<file path="config.mk">
export PLATFORM = sky130hd
export DESIGN_NAME = bcd_seg_scan_flat
export DESIGN_NICKNAME = d
export VERILOG_FILES = /design/src/rtl/seg_pkg.sv /design/src/rtl/bcd_seg_scan_if.sv /design/src/rtl/bcd_to_seg.sv /design/src/rtl/bcd_seg_scan.sv /design/src/flat_wrapper.sv
export SDC_FILE = /design/constraint.sdc
export NUM_CORES = 1
export LEC_CHECK = 0
export BUFFER_PORTS_ARGS = -buffer_cell sky130_fd_sc_hd__buf_2
export CAP_MARGIN = 20
export CORE_MARGIN = 2
export CORE_UTILIZATION = 45
export DETAILED_ROUTE_END_ITERATION = 16
export GPL_TIMING_DRIVEN = 0
export HOLD_SLACK_MARGIN = 0.1
export PLACE_DENSITY = 0.77
export SETUP_SLACK_MARGIN = 0.05
export SKIP_LAST_GASP = 1
export SYNTH_ARGS = -nofsm -noshare
export SYNTH_HDL_FRONTEND = slang
export SYNTH_SLANG_ARGS = --single-unit
</file>
<file path="constraint.sdc">
create_clock -name clk -period 3.9 [get_ports clk]
set_input_delay 0.39 -clock clk [delete_from_list [all_inputs] [get_ports clk]]
set_output_delay 0.39 -clock clk [all_outputs]
set_load 0.03 [all_outputs]
</file>
<file path="src/rtl/seg_pkg.sv">
// Shared constants for the BCD seven-segment scan driver.
// Segment codes are {g,f,e,d,c,b,a}, active-low.
package seg_pkg;

  localparam logic [6:0] SEG_0     = 7'h40;
  localparam logic [6:0] SEG_1     = 7'h79;
  localparam logic [6:0] SEG_2     = 7'h24;
  localparam logic [6:0] SEG_3     = 7'h30;
  localparam logic [6:0] SEG_4     = 7'h19;
  localparam logic [6:0] SEG_5     = 7'h12;
  localparam logic [6:0] SEG_6     = 7'h02;
  localparam logic [6:0] SEG_7     = 7'h78;
  localparam logic [6:0] SEG_8     = 7'h00;
  localparam logic [6:0] SEG_9     = 7'h10;
  localparam logic [6:0] SEG_DASH  = 7'h3F;
  localparam logic [6:0] SEG_BLANK = 7'h7F;

  localparam logic AN_ON  = 1'b0;
  localparam logic AN_OFF = 1'b1;

endpackage

</file>
<file path="src/rtl/bcd_seg_scan_if.sv">
// Display-driver bus: BCD word and controls in, segment scan out.
// The design takes the slave side.
interface bcd_seg_scan_if #(
  parameter int DIGITS = 3
);

  logic [4*DIGITS-1:0] bcd_in;
  logic                load;
  logic                blank_lz;
  logic [6:0]          seg;
  logic [DIGITS-1:0]   an;
  logic                frame;

  modport master (
    output bcd_in, load, blank_lz,
    input  seg, an, frame
  );

  modport slave (
    input  bcd_in, load, blank_lz,
    output seg, an, frame
  );

endinterface

</file>
<file path="src/rtl/bcd_to_seg.sv">
// Combinational nibble-to-segment decoder.
// Nibbles 10..15 show a dash; blank overrides everything.
module bcd_to_seg
  import seg_pkg::*;
(
  input  logic [3:0] nib,
  input  logic       blank,
  output logic [6:0] seg
);

  always_comb begin
    seg = SEG_DASH;
    unique case (nib)
      4'd0:    seg = SEG_0;
      4'd1:    seg = SEG_1;
      4'd2:    seg = SEG_2;
      4'd3:    seg = SEG_3;
      4'd4:    seg = SEG_4;
      4'd5:    seg = SEG_5;
      4'd6:    seg = SEG_6;
      4'd7:    seg = SEG_7;
      4'd8:    seg = SEG_8;
      4'd9:    seg = SEG_9;
      default: seg = SEG_DASH;
    endcase
    if (blank) seg = SEG_BLANK;
  end

endmodule

</file>
<file path="src/rtl/bcd_seg_scan.sv">
// Time-multiplexed common-anode display driver with
// leading-zero blanking and registered scan outputs.
module bcd_seg_scan
  import seg_pkg::*;
#(
  parameter int DIGITS      = 3,
  parameter int REFRESH_DIV = 50000
) (
  input  logic            clk,
  input  logic            rst_n,
  bcd_seg_scan_if.slave   bus
);

  localparam int CW = (REFRESH_DIV > 1) ? $clog2(REFRESH_DIV) : 1;
  localparam int IW = (DIGITS > 1) ? $clog2(DIGITS) : 1;

  logic [4*DIGITS-1:0] hold_q, hold_d;
  logic [CW-1:0]       cnt_q, cnt_d;
  logic [IW-1:0]       idx_q, idx_d;
  logic                wrap_q, wrap_d;
  logic [6:0]          seg_q, seg_d;
  logic [DIGITS-1:0]   an_q, an_d;
  logic                frame_q, frame_d;

  logic                tick;
  logic [DIGITS-1:0]   lz;
  logic                zacc;
  logic [3:0]          nib;
  logic                blank_sel;
  logic [6:0]          seg_dec;

  always_comb begin
    hold_d = bus.load ? bus.bcd_in : hold_q;
    tick   = (cnt_q == CW'(REFRESH_DIV - 1));
    cnt_d  = tick ? '0 : cnt_q + 1'b1;
    idx_d  = idx_q;
    if (tick)
      idx_d = (idx_q == IW'(DIGITS - 1)) ? '0 : idx_q + 1'b1;
    wrap_d = tick && (idx_q == IW'(DIGITS - 1));
  end

  // lz[k]: nibbles k..DIGITS-1 are all zero; digit 0 never blanks
  always_comb begin
    lz   = '0;
    zacc = 1'b1;
    for (int k = DIGITS - 1; k > 0; k--) begin
      zacc  = zacc && (hold_q[4*k +: 4] == 4'd0);
      lz[k] = zacc;
    end
  end

  always_comb begin
    nib       = hold_q[4*idx_q +: 4];
    blank_sel = bus.blank_lz && lz[idx_q];
  end

  bcd_to_seg u_dec (
    .nib   (nib),
    .blank (blank_sel),
    .seg   (seg_dec)
  );

  always_comb begin
    seg_d        = seg_dec;
    an_d         = {DIGITS{AN_OFF}};
    an_d[idx_q]  = AN_ON;
    frame_d      = wrap_q;
  end

  always_ff @(posedge clk) begin
    if (!rst_n) begin
      hold_q  <= '0;
      cnt_q   <= '0;
      idx_q   <= '0;
      wrap_q  <= 1'b0;
      seg_q   <= SEG_BLANK;
      an_q    <= {DIGITS{AN_OFF}};
      frame_q <= 1'b0;
    end else begin
      hold_q  <= hold_d;
      cnt_q   <= cnt_d;
      idx_q   <= idx_d;
      wrap_q  <= wrap_d;
      seg_q   <= seg_d;
      an_q    <= an_d;
      frame_q <= frame_d;
    end
  end

  assign bus.seg   = seg_q;
  assign bus.an    = an_q;
  assign bus.frame = frame_q;

endmodule
</file>
<file path="src/flat_wrapper.sv">
// flat-port wrapper written by rule: the top's interface ports become plain ports
module bcd_seg_scan_flat import seg_pkg::*;
#(
  parameter int DIGITS      = 3,
  parameter int REFRESH_DIV = 50000
)
  (clk, rst_n, bus_bcd_in, bus_load, bus_blank_lz, bus_seg, bus_an, bus_frame);
  bcd_seg_scan_if #(.DIGITS(DIGITS)) bus_i ();
  input  logic clk;
  input  logic rst_n;
  input wire logic [$bits(bus_i.bcd_in)-1:0] bus_bcd_in;
  input wire logic [$bits(bus_i.load)-1:0] bus_load;
  input wire logic [$bits(bus_i.blank_lz)-1:0] bus_blank_lz;
  output wire logic [$bits(bus_i.seg)-1:0] bus_seg;
  output wire logic [$bits(bus_i.an)-1:0] bus_an;
  output wire logic [$bits(bus_i.frame)-1:0] bus_frame;
  assign bus_i.bcd_in = bus_bcd_in;
  assign bus_i.load = bus_load;
  assign bus_i.blank_lz = bus_blank_lz;
  assign bus_seg = bus_i.seg;
  assign bus_an = bus_i.an;
  assign bus_frame = bus_i.frame;
  bcd_seg_scan #(.DIGITS(DIGITS), .REFRESH_DIV(REFRESH_DIV)) u_core (.clk(clk), .rst_n(rst_n), .bus(bus_i));
endmodule
</file>
==> impl_metrics.env, run 1 <==
export IMPL_syn_inst=186
export IMPL_antenna_left=0
export IMPL_drt_initial_drc_count=54
export IMPL_path_max_fanout=10
export IMPL_path_cells="buf_4, buf_4, mux2i_1, o22ai_1, inv_1, ha_1, inv_1, mux2i_1, o211ai_1"
export IMPL_ctsHoldBuffers=0
export IMPL_ioPinCount=27
export IMPL_root_buffer="clkbuf_8"
export IMPL_area_growth_pct=14.4
export IMPL_die_h_um=68.5
export IMPL_clock_sinks=42
export IMPL_drive_gt1_share_pct=21.0
export IMPL_fin_crit_ns=1.95
export IMPL_setup_viol=0
export IMPL_crit_type="reg2reg"
export IMPL_n_antenna_cell=0
export IMPL_synth_seq_cells=42
export IMPL_startpoint_type="flop"
export IMPL_place_inst=262
export IMPL_cp_slowest_cell="ha_1"
export IMPL_remaining_drc_errors=0
export IMPL_r2r_cells=9
export IMPL_cts_tree="yes"
export IMPL_cts_max_level=2
export IMPL_vias=1363
export IMPL_worst_setup_path_end_kind="flop"
export IMPL_synthesis_nets=208
export IMPL_avgSynthCellArea_um2=10.0
export IMPL_maxCapViolations=0
export IMPL_gp_congestion=0.796
export IMPL_grt_pass1_wl_mm=5.44
export IMPL_worst_pin_slew_ns=0.457
export IMPL_nets=241
export IMPL_clock_skew_final_ns=0.00279
export IMPL_ir_drop_mv=0.231
export IMPL_synth_seq_area_share_pct=45.0
export IMPL_yosys_warnings=0
export IMPL_finalHoldViolations=0
export IMPL_viasPerCell=5.07
export IMPL_hpwl_mm=2.39
export IMPL_status="finished clean"
export IMPL_rows=23
export IMPL_die_w_um=68.5
export IMPL_wire_per_inst_um=11.9
export IMPL_relSlewSlack_pct=69.6
export IMPL_fin_crit_sh_pct=49.9
export IMPL_crit_required_ns=4.06
export IMPL_grt_setup_unrepaired="no"
export IMPL_min_path_cells=3
export IMPL_crit_family="buffers and inverters"
export IMPL_post_cts_buffers=0
export IMPL_die_area_um2=4690
export IMPL_instances_no_fill=269
export IMPL_numPortBuffers=26
export IMPL_start_util_pct=46.7
export IMPL_dr_pass1_iters=4
export IMPL_routed_wl_mm=3.21
export IMPL_grt_use_total_pct=15.8
export IMPL_clock_path_buffers=2
export IMPL_synth_cell_types=36
export IMPL_drv_slew=0
export IMPL_hold_path_class="in2reg"
export IMPL_finalSetupTns_ns=0
export IMPL_numCtsBuffers=5
export IMPL_coreArea_um2=4000
export IMPL_clkLatencyLatePin_ns=0.29
export IMPL_ctsResizeCount=0
export IMPL_cts_clk_slew_worst_paths_ns=0.07
export IMPL_max_stage_delay_ns=0.32
export IMPL_antenna_found_initial=0
export IMPL_clock_fmax_mhz=514
export IMPL_crit_cells=9
export IMPL_p_leak_nw=0.889
export IMPL_first_global_vias=1209
export IMPL_grt_remaining_overflow=0
export IMPL_synth_area_um2=1870
export IMPL_critPathBufInv=4
export IMPL_power_density_nw_per_um2=374
export IMPL_grt_max_degree=12
export IMPL_cp_arrival_ns=2.11
==> where the power goes <==
part / switching, W / internal [W]
Clock: 0.000137 / 0.000123
Combinational: 0.0000482 / 0.0000352
Sequential: 0.00000904 / 0.000446
Total: 0.000194 / 0.000605
==> metrics by stage <==
stage	power, W	hold slack, ns	utilization (%)	setup WS [ns]	area, µm²
global placement	0.000548	0.434	51.5	2.00	2060
CTS	0.000808	0.350	53.5	1.93	2140
global route	0.000832	0.354	53.5	1.84	2140
finish	0.000799	0.354	53.5	1.95	2140
detailed placement	0.000550	0.440	51.5	1.94	2060
floorplan	0.000523	0.412	-	2.19	1870
==> cell type report <==
| type | count | area [µm²] |
|---|---|---|
| fillers | 362 | 1860 |
| multi-input cells | 129 | 943 |
| flip-flops and latches | 42 | 841 |
| repair buffers | 26 | 130 |
| clock buffers | 7 | 76.3 |
| plain buffers | 10 | 66.3 |
| well taps | 50 | 62.6 |
| inverters | 5 | 18.8 |
==> worst register-to-register path, delay by kind of cell, from the launching register on <==
family | cells | cell delay, ns
adder cells (fa/ha/maj) | 1 | 0.32
buffers and inverters | 4 | 0.51
flip-flops | 1 | 0.30
multiplexers | 2 | 0.26
AO/OA/AOI/OAI | 2 | 0.42
==> sequential cells by signal, summed over array words and instances (netlist names) <==
signal and cells:
u_core.cnt_q 16, u_core.hold_q 12, u_core.bus.an 3, u_core.idx_q 2
u_core.bus.seg 7, u_core.bus.frame 1, u_core.frame_d 1
==> synthesized netlist by cell type (all sizes together) <==
cell / instances / area share, %
buf: 7 / 2.9
o311ai: 1 / 0.47
nand3b: 1 / 0.40
xor2: 10 / 4.7
nor2: 14 / 2.8
nor4b: 2 / 1.6
xnor2: 2 / 0.94
o22a: 1 / 0.47
nor4: 2 / 0.67
and4b: 1 / 0.54
or3: 3 / 1.0
a21oi: 3 / 0.80
and2: 1 / 0.33
ha: 6 / 4.0
and4: 3 / 1.4
clkbuf: 3 / 0.60
or3b: 1 / 0.47
o21ai: 5 / 1.5
o211ai: 4 / 1.6
mux2i: 22 / 12
inv: 5 / 1.0
nand3: 7 / 1.9
nor2b: 15 / 5.0
and3: 3 / 1.0
o21a: 1 / 0.40
a21boi: 1 / 0.40
o22ai: 3 / 1.7
dfxtp: 42 / 45
nand2: 12 / 2.5
nand4: 5 / 2.0
==> cell families after synthesis <==
logic type | synth area share, %
compound gates | 7.36
flops | 45.0
xor+xnor | 5.62
buf+inv | 4.55
simple gates | 21.7
fa+ha+maj | 4.02
mux | 11.8
==> cells in the final DEF (no fill, tap or decap), types with 2 or more instances in the layout <==
master	count
buf_4	3
nand4_1	4
clkbuf_1	5
buf_6	2
dfxtp_1	42
clkbuf_8	5
o22ai_2	2
inv_1	5
xnor2_1	2
nand3_1	7
nor4b_2	2
buf_2	28
and4_1	3
nor4_1	2
xor2_1	10
or3_1	3
ha_1	6
mux2i_1	22
a21oi_1	3
nor2_1	14
o21ai_0	4
o211ai_1	4
nand2_1	11
nor2b_1	15
and3_1	3
==> routing by layer <==
metal,share of wire [%],track usage (%),vias up,wire [µm]
met4,1.8,9.00,0,57
met1,46,19.4,625,1490
met3,4.2,4.28,6,134
met2,48,24.8,25,1520
li1,-,-,707,-
met5,0,0,-,0
==> final timing paths <==
kind / slack [ns] / startpoint / to
max: 1.95 / u_core.idx_q[1]$_SDFFE_PN0P_ / u_core.bus.seg[3]$_SDFF_PP1_
min: 0.35 / bus_bcd_in[0] / u_core.hold_q[0]$_SDFFE_PN0P_
max reg2reg: 1.95 / u_core.idx_q[1]$_SDFFE_PN0P_ / u_core.bus.seg[3]$_SDFF_PP1_
min reg2reg: 0.45 / u_core.frame_d$_SDFF_PN0_ / u_core.bus.frame$_SDFF_PN0_
Power figures use the tool's default switching activity.
==> inputs of run 2 (changes only) <==
- clock period: 3.9 -> 1.9 ns (I/O delays scaled with it)
==> run 2 against run 1 <==
Core utilization rose by 0.72 points. Cell area increased by 1.3%. Critical endpoint unchanged. Global-route usage rose by 0.24 points.
==> impl_metrics.env, run 2 (synthesis gave the netlist of run 1 again) <==
export IMPL_status="finished clean"
export IMPL_power_density_nw_per_um2=759
export IMPL_numPortBuffers=26
export IMPL_cts_tree="yes"
export IMPL_die_h_um=68.5
export IMPL_clock_sinks=42
export IMPL_utilization_pct=54.2
export IMPL_clock_skew_final_ns=0.00244
export IMPL_first_global_vias=1220
export IMPL_relSlewSlack_pct=69.3
export IMPL_setup_viol=0
export IMPL_startpoint_type="flop"
export IMPL_cts_max_level=2
export IMPL_antenna_left=0
export IMPL_coreArea_um2=4000
export IMPL_worst_setup_path_end_kind="flop"
export IMPL_grt_max_degree=12
export IMPL_die_area_um2=4690
export IMPL_fin_crit_ns=1.74
export IMPL_hold_end="u_core.hold_q[0]$_SDFFE_PN0P_"
export IMPL_largest_reg_flops=16
export IMPL_r2r_end="u_core.bus.seg[3]$_SDFF_PP1_"
export IMPL_viasPerCell=5.07
export IMPL_place_ws_ns=-0.0607
export IMPL_wire_per_inst_um=12.0
export IMPL_internal_power_w=0.00124
export IMPL_drive_gt1_share_pct=23.2
export IMPL_instances_no_fill=270
export IMPL_crit_type="reg2reg"
export IMPL_clkLatencyLatePin_ns=0.29
export IMPL_clock_path_buffers=2
export IMPL_cp_slowest_cell="dfxtp_1"
export IMPL_numCtsBuffers=5
export IMPL_antenna_found_initial=0
export IMPL_grt_setup_unrepaired="no"
export IMPL_remaining_drc_errors=0
export IMPL_swShare_pct=24.3
export IMPL_met1Wirelength_mm=1.51
export IMPL_nets=242
export IMPL_p_sw_w=0.000400
export IMPL_finalHoldViolations=0
export IMPL_drv_slew=0
export IMPL_rows=23
export IMPL_start_util_pct=46.7
export IMPL_ioPinCount=27
export IMPL_layout_common_cells="dfxtp_1, buf_2, mux2i_1"
export IMPL_place_inst=262
export IMPL_gp_congestion=0.796
export IMPL_combPwrFrac_pct=10.7
export IMPL_top_layer="met4"
export IMPL_wl_met3_um=128
export IMPL_final_common_cell="dfxtp_1"
export IMPL_hold_path_class="in2reg"
export IMPL_dr_pass1_iters=4
export IMPL_rrSetupSlack_ns=0.16
export IMPL_ctsHoldBuffers=0
export IMPL_r2r_cells=9
export IMPL_cts_clk_slew_worst_paths_ns=0.07
export IMPL_crit_family="buffers and inverters"
export IMPL_min_path_cells=3
export IMPL_clock_fmax_mhz=575
export IMPL_ir_drop_mv=0.471
export IMPL_final_cell_area_um2=2170
export IMPL_fin_ws_ns=0.160
export IMPL_r2r_start="u_core.idx_q[1]$_SDFFE_PN0P_"
export IMPL_routed_wl_mm=3.24
export IMPL_maxCapViolations=0
export IMPL_path_max_fanout=10
export IMPL_grt_pass1_wl_mm=5.52
export IMPL_hpwl_mm=2.39
export IMPL_area_growth_pct=15.9
export IMPL_cp_arrival_ns=1.90
export IMPL_crit_required_ns=2.06
export IMPL_top_register="u_core.cnt_q"
export IMPL_max_stage_delay_ns=0.30
export IMPL_vias=1368
export IMPL_wl_met2_mm=1.55
export IMPL_n_antenna_cell=0
export IMPL_path_cells="buf_4, buf_6, mux2i_2, o22ai_2, inv_2, ha_1, inv_1, mux2i_1, o211ai_1"
export IMPL_p_leak_nw=0.900
export IMPL_fin_crit_sh_pct=91.6
export IMPL_root_buffer="clkbuf_8"
export IMPL_hp_start="bus_bcd_in[0]"
export IMPL_fill_cells=358
export IMPL_drt_initial_drc_count=59
export IMPL_pwr_share_clk_pct=32.4
export IMPL_critPathBufInv=4
export IMPL_worst_pin_slew_ns=0.460
export IMPL_p_seq_share_pct=56.9
export IMPL_grt_use_total_pct=16.0
export IMPL_die_w_um=68.5
export IMPL_grt_remaining_overflow=0
export IMPL_placed_area_um2=2060
run 2: cell types whose count changed in the layout (fill, tap and decap cells not counted), sizes merged:
cell,previous run,this run
buf,33,34
run 2: worst min-delay path, delay by kind of cell:
kind / cells / cell delay, ns
AND/OR/NAND/NOR: 1 / 0.09
buffers and inverters: 1 / 0.07
multiplexers: 1 / 0.05
run 2: stage by stage:
step / setup TNS [ns] / power [W] / hold WS, ns
after CTS: 0 / 0.00166 / 0.150
final: 0 / 0.00164 / 0.155
after detailed placement: -0.0607 / 0.00113 / 0.440
after global placement: 0 / 0.00112 / 0.434
after global routing: 0 / 0.00171 / 0.154
after floorplan: 0 / 0.00107 / 0.359
run 2: timing repair:
action,4_1_cts,5_1_grt
setup buffers,1,0
setup endpoints to repair,1,14
resized for setup,1,5
pin swaps,1,1
run 2: layer usage:
metal,track usage [%],vias up
met5,0,-
met4,9.00,0
met3,4.28,5
met2,25.0,25
met1,19.9,626
li1,-,712
run 2: how the worst max path moves through the flow:
stage | from | end | slack [ns] | cells after the start
2_1_floorplan | u_core.idx_q[1]$_SDFFE_PN0P_ | u_core.bus.seg[3]$_SDFF_PP1_ | 0.19 | 9
3_3_place_gp | u_core.idx_q[1]$_SDFFE_PN0P_ | u_core.bus.seg[3]$_SDFF_PP1_ | 0.004 | 9
6_report | u_core.idx_q[1]$_SDFFE_PN0P_ | u_core.bus.seg[3]$_SDFF_PP1_ | 0.16 | 9
4_1_cts | u_core.idx_q[1]$_SDFFE_PN0P_ | u_core.bus.seg[3]$_SDFF_PP1_ | 0.08 | 9
5_1_grt | u_core.cnt_q[0]$_SDFF_PP0_ | u_core.cnt_q[13]$_SDFF_PP0_ | 0.07 | 7
3_5_place_dp | u_core.idx_q[1]$_SDFFE_PN0P_ | u_core.bus.seg[3]$_SDFF_PP1_ | -0.06 | 9
run 2: final cells by class:
class	instances	area (µm²)	share of cell area (%)
Multi-Input combinational cell	129	961	44.3
Buffer	10	70.1	3.23
Timing Repair Buffer	27	138	6.35
Sequential cell	42	841	38.8
Tap cell	50	62.6	2.89
Clock buffer	7	76.3	3.52
Inverter	5	18.8	0.866
run 2: power groups by stage:
stage	combinational [W]	clock [W]	sequential, W
floorplan	0.0000916	0	0.000982
global placement	0.000170	0	0.000955
detailed placement	0.000173	0	0.000955
CTS	0.000177	0.000549	0.000934
global route	0.000194	0.000580	0.000940
finish	0.000176	0.000533	0.000935
==> inputs of run 3 (changes only) <==
- PLACE_DENSITY: 0.77 -> 0.8
- RECOVER_POWER: default -> 25
- clock period: 1.9 -> 1.5 ns (I/O delays scaled with it)
==> run 3 against run 2 <==
Worst hold slack worse by 0.035 ns. Maximum frequency is 9.7% higher. Critical path depth is 1 lower. Highest routed layer unchanged. The run now ends with negative setup slack left. First-iteration DRC count is 6.8% lower. Combinational power is 44% higher. Clock skew is 0.0037 ns higher. Critical endpoint is now u_core.bus.seg[0]$_SDFF_PP1_.
==> impl_metrics.env, run 3 (synthesis gave the netlist of run 1 again) <==
export IMPL_status="finished with violations"
export IMPL_failed_checks="negative setup slack"
export IMPL_cts_max_level=2
export IMPL_startpoint_type="flop"
export IMPL_finalHoldViolations=0
export IMPL_remaining_drc_errors=0
export IMPL_die_h_um=68.5
export IMPL_largest_reg_flops=16
export IMPL_cts_clk_slew_worst_paths_ns=0.07
export IMPL_max_stage_delay_ns=0.37
export IMPL_gp_congestion=0.787
export IMPL_viasPerCell=5.07
export IMPL_crit_type="reg2reg"
export IMPL_path_cells="buf_8, mux2i_1, o22ai_2, inv_2, buf_4, ha_1, mux2i_1, o211ai_1"
export IMPL_die_area_um2=4690
export IMPL_cp_arrival_ns=1.75
export IMPL_r2r_cells=8
export IMPL_area_growth_pct=28.6
export IMPL_grt_pass1_wl_mm=5.88
export IMPL_relSlewSlack_pct=54.3
export IMPL_maxCapViolations=0
export IMPL_drt_initial_drc_count=55
export IMPL_grt_use_total_pct=17.2
export IMPL_clock_fmax_mhz=630
export IMPL_start_util_pct=46.7
export IMPL_crit_family="flip-flops"
export IMPL_fin_ws_ns=-0.0862
export IMPL_routed_wl_mm=3.69
export IMPL_grt_remaining_overflow=0
export IMPL_worst_pin_slew_ns=0.685
export IMPL_hold_path_class="in2reg"
export IMPL_utilization_pct=60.1
export IMPL_vias=1419
export IMPL_grt_max_degree=12
export IMPL_nets=253
export IMPL_path_max_fanout=4
export IMPL_top_register="u_core.cnt_q"
export IMPL_power_total_w=0.00213
export IMPL_p_leak_nw=0.970
export IMPL_coreArea_um2=4000
export IMPL_final_common_cell="dfxtp_1"
export IMPL_fill_cells=323
export IMPL_crit_required_ns=1.66
export IMPL_numCtsBuffers=5
export IMPL_first_global_vias=1291
export IMPL_numPortBuffers=26
export IMPL_antenna_left=0
export IMPL_die_w_um=68.5
export IMPL_cts_tree="yes"
export IMPL_ioPinCount=27
export IMPL_setup_viol=4
export IMPL_root_buffer="clkbuf_8"
export IMPL_fin_crit_sh_pct=106
export IMPL_rows=23
export IMPL_wire_per_inst_um=13.2
export IMPL_drv_slew=0
export IMPL_fin_crit_ns=1.59
export IMPL_cp_common_cell="mux2i_1"
export IMPL_drive_gt1_share_pct=37.4
export IMPL_dr_pass1_iters=4
export IMPL_clkLatencyLatePin_ns=0.29
export IMPL_worst_setup_path_end_kind="flop"
export IMPL_clock_skew_final_ns=0.00619
export IMPL_power_density_nw_per_um2=887
export IMPL_antenna_found_initial=0
export IMPL_cp_slowest_cell="dfxtp_4"
export IMPL_hpwl_mm=2.44
export IMPL_critPathBufInv=3
export IMPL_n_antenna_cell=0
export IMPL_grt_setup_unrepaired="yes"
export IMPL_min_path_cells=3
export IMPL_clock_path_buffers=2
export IMPL_clock_sinks=42
export IMPL_ir_drop_mv=0.634
export IMPL_crit_cells=8
export IMPL_layout_common_cells="dfxtp_1, buf_2, mux2i_1"
-- run 3: cell types whose count changed in the layout (fill, tap and decap cells not counted), moves of 2 or more --
| cell | delta |
|---|---|
| inv_2 | +3 |
| inv_1 | -4 |
| ha_4 | +3 |
| nor4b_4 | +2 |
| nor4b_2 | -2 |
| buf_4 | +11 |
| dfxtp_4 | +6 |
| dfxtp_2 | +4 |
| buf_2 | -3 |
| dfxtp_1 | -10 |
| ha_1 | -3 |
-- run 3: routing by layer --
layer / GRT usage (%) / up-vias / wire, µm
li1: - / 731 / -
met1: 19.8 / 655 / 1650
met2: 29.1 / 26 / 1830
met3: 5.26 / 7 / 133
met4: 7.75 / 0 / 70
met5: 0 / - / 0
-- run 3: what timing repair did --
action / in CTS / in global routing
pin swaps: 7 / 12
hold buffers: 0 / 0
gates resized for setup: 15 / 26
endpoints found under the setup margin: 20 / 24
gates cloned: 0 / 0
setup buffers: 11 / 4
-- run 3: area by class of cell --
type	count	area, µm²	share of cell area [%]
timing repair buffer	41	245	10.2
inverter	5	21.3	0.884
tap	50	62.6	2.60
clock buffer	6	82.6	3.43
multi-input combinational	129	1060	44.3
sequential	42	868	36.1
buffer	7	60.1	2.50
-- run 3: stage by stage --
stage | std cells | setup WS [ns] | cell area, µm² | setup TNS [ns] | hold slack (ns)
final | 280 | -0.0862 | 2400 | -0.213 | 0.119
after global routing | 280 | -0.154 | 2400 | -0.632 | 0.134
after CTS | 277 | -0.0631 | 2300 | -0.136 | 0.117
after detailed placement | 262 | -0.246 | 2100 | -2.09 | 0.416
after global placement | 262 | -0.196 | 2100 | -1.57 | 0.405
after floorplan | 186 | -0.0935 | 1910 | -0.107 | 0.317
-- run 3: worst register-to-register path, stage by stage, from the launching register on --
cell	delay (ns)
dfxtp_4	0.37
buf_8	0.12
mux2i_1	0.12
o22ai_2	0.21
inv_2	0.09
buf_4	0.14
ha_1	0.17
mux2i_1	0.14
o211ai_1	0.11
-- run 3: path summary, 6_finish.rpt --
path / from / to / slack (ns)
hold reg to reg: u_core.cnt_q[0]$_SDFF_PP0_ / u_core.cnt_q[0]$_SDFF_PP0_ / 0.45
setup reg to reg: u_core.idx_q[1]$_SDFFE_PN0P_ / u_core.bus.seg[0]$_SDFF_PP1_ / -0.09
hold / removal: bus_bcd_in[4] / u_core.hold_q[4]$_SDFFE_PN0P_ / 0.12
setup / recovery: u_core.idx_q[1]$_SDFFE_PN0P_ / u_core.bus.seg[0]$_SDFF_PP1_ / -0.09
-- run 3: power by group --
part / switching, W / internal (W)
clock: 0.000344 / 0.000355
combinational: 0.000141 / 0.000113
sequential: 0.0000280 / 0.00115
total: 0.000513 / 0.00162
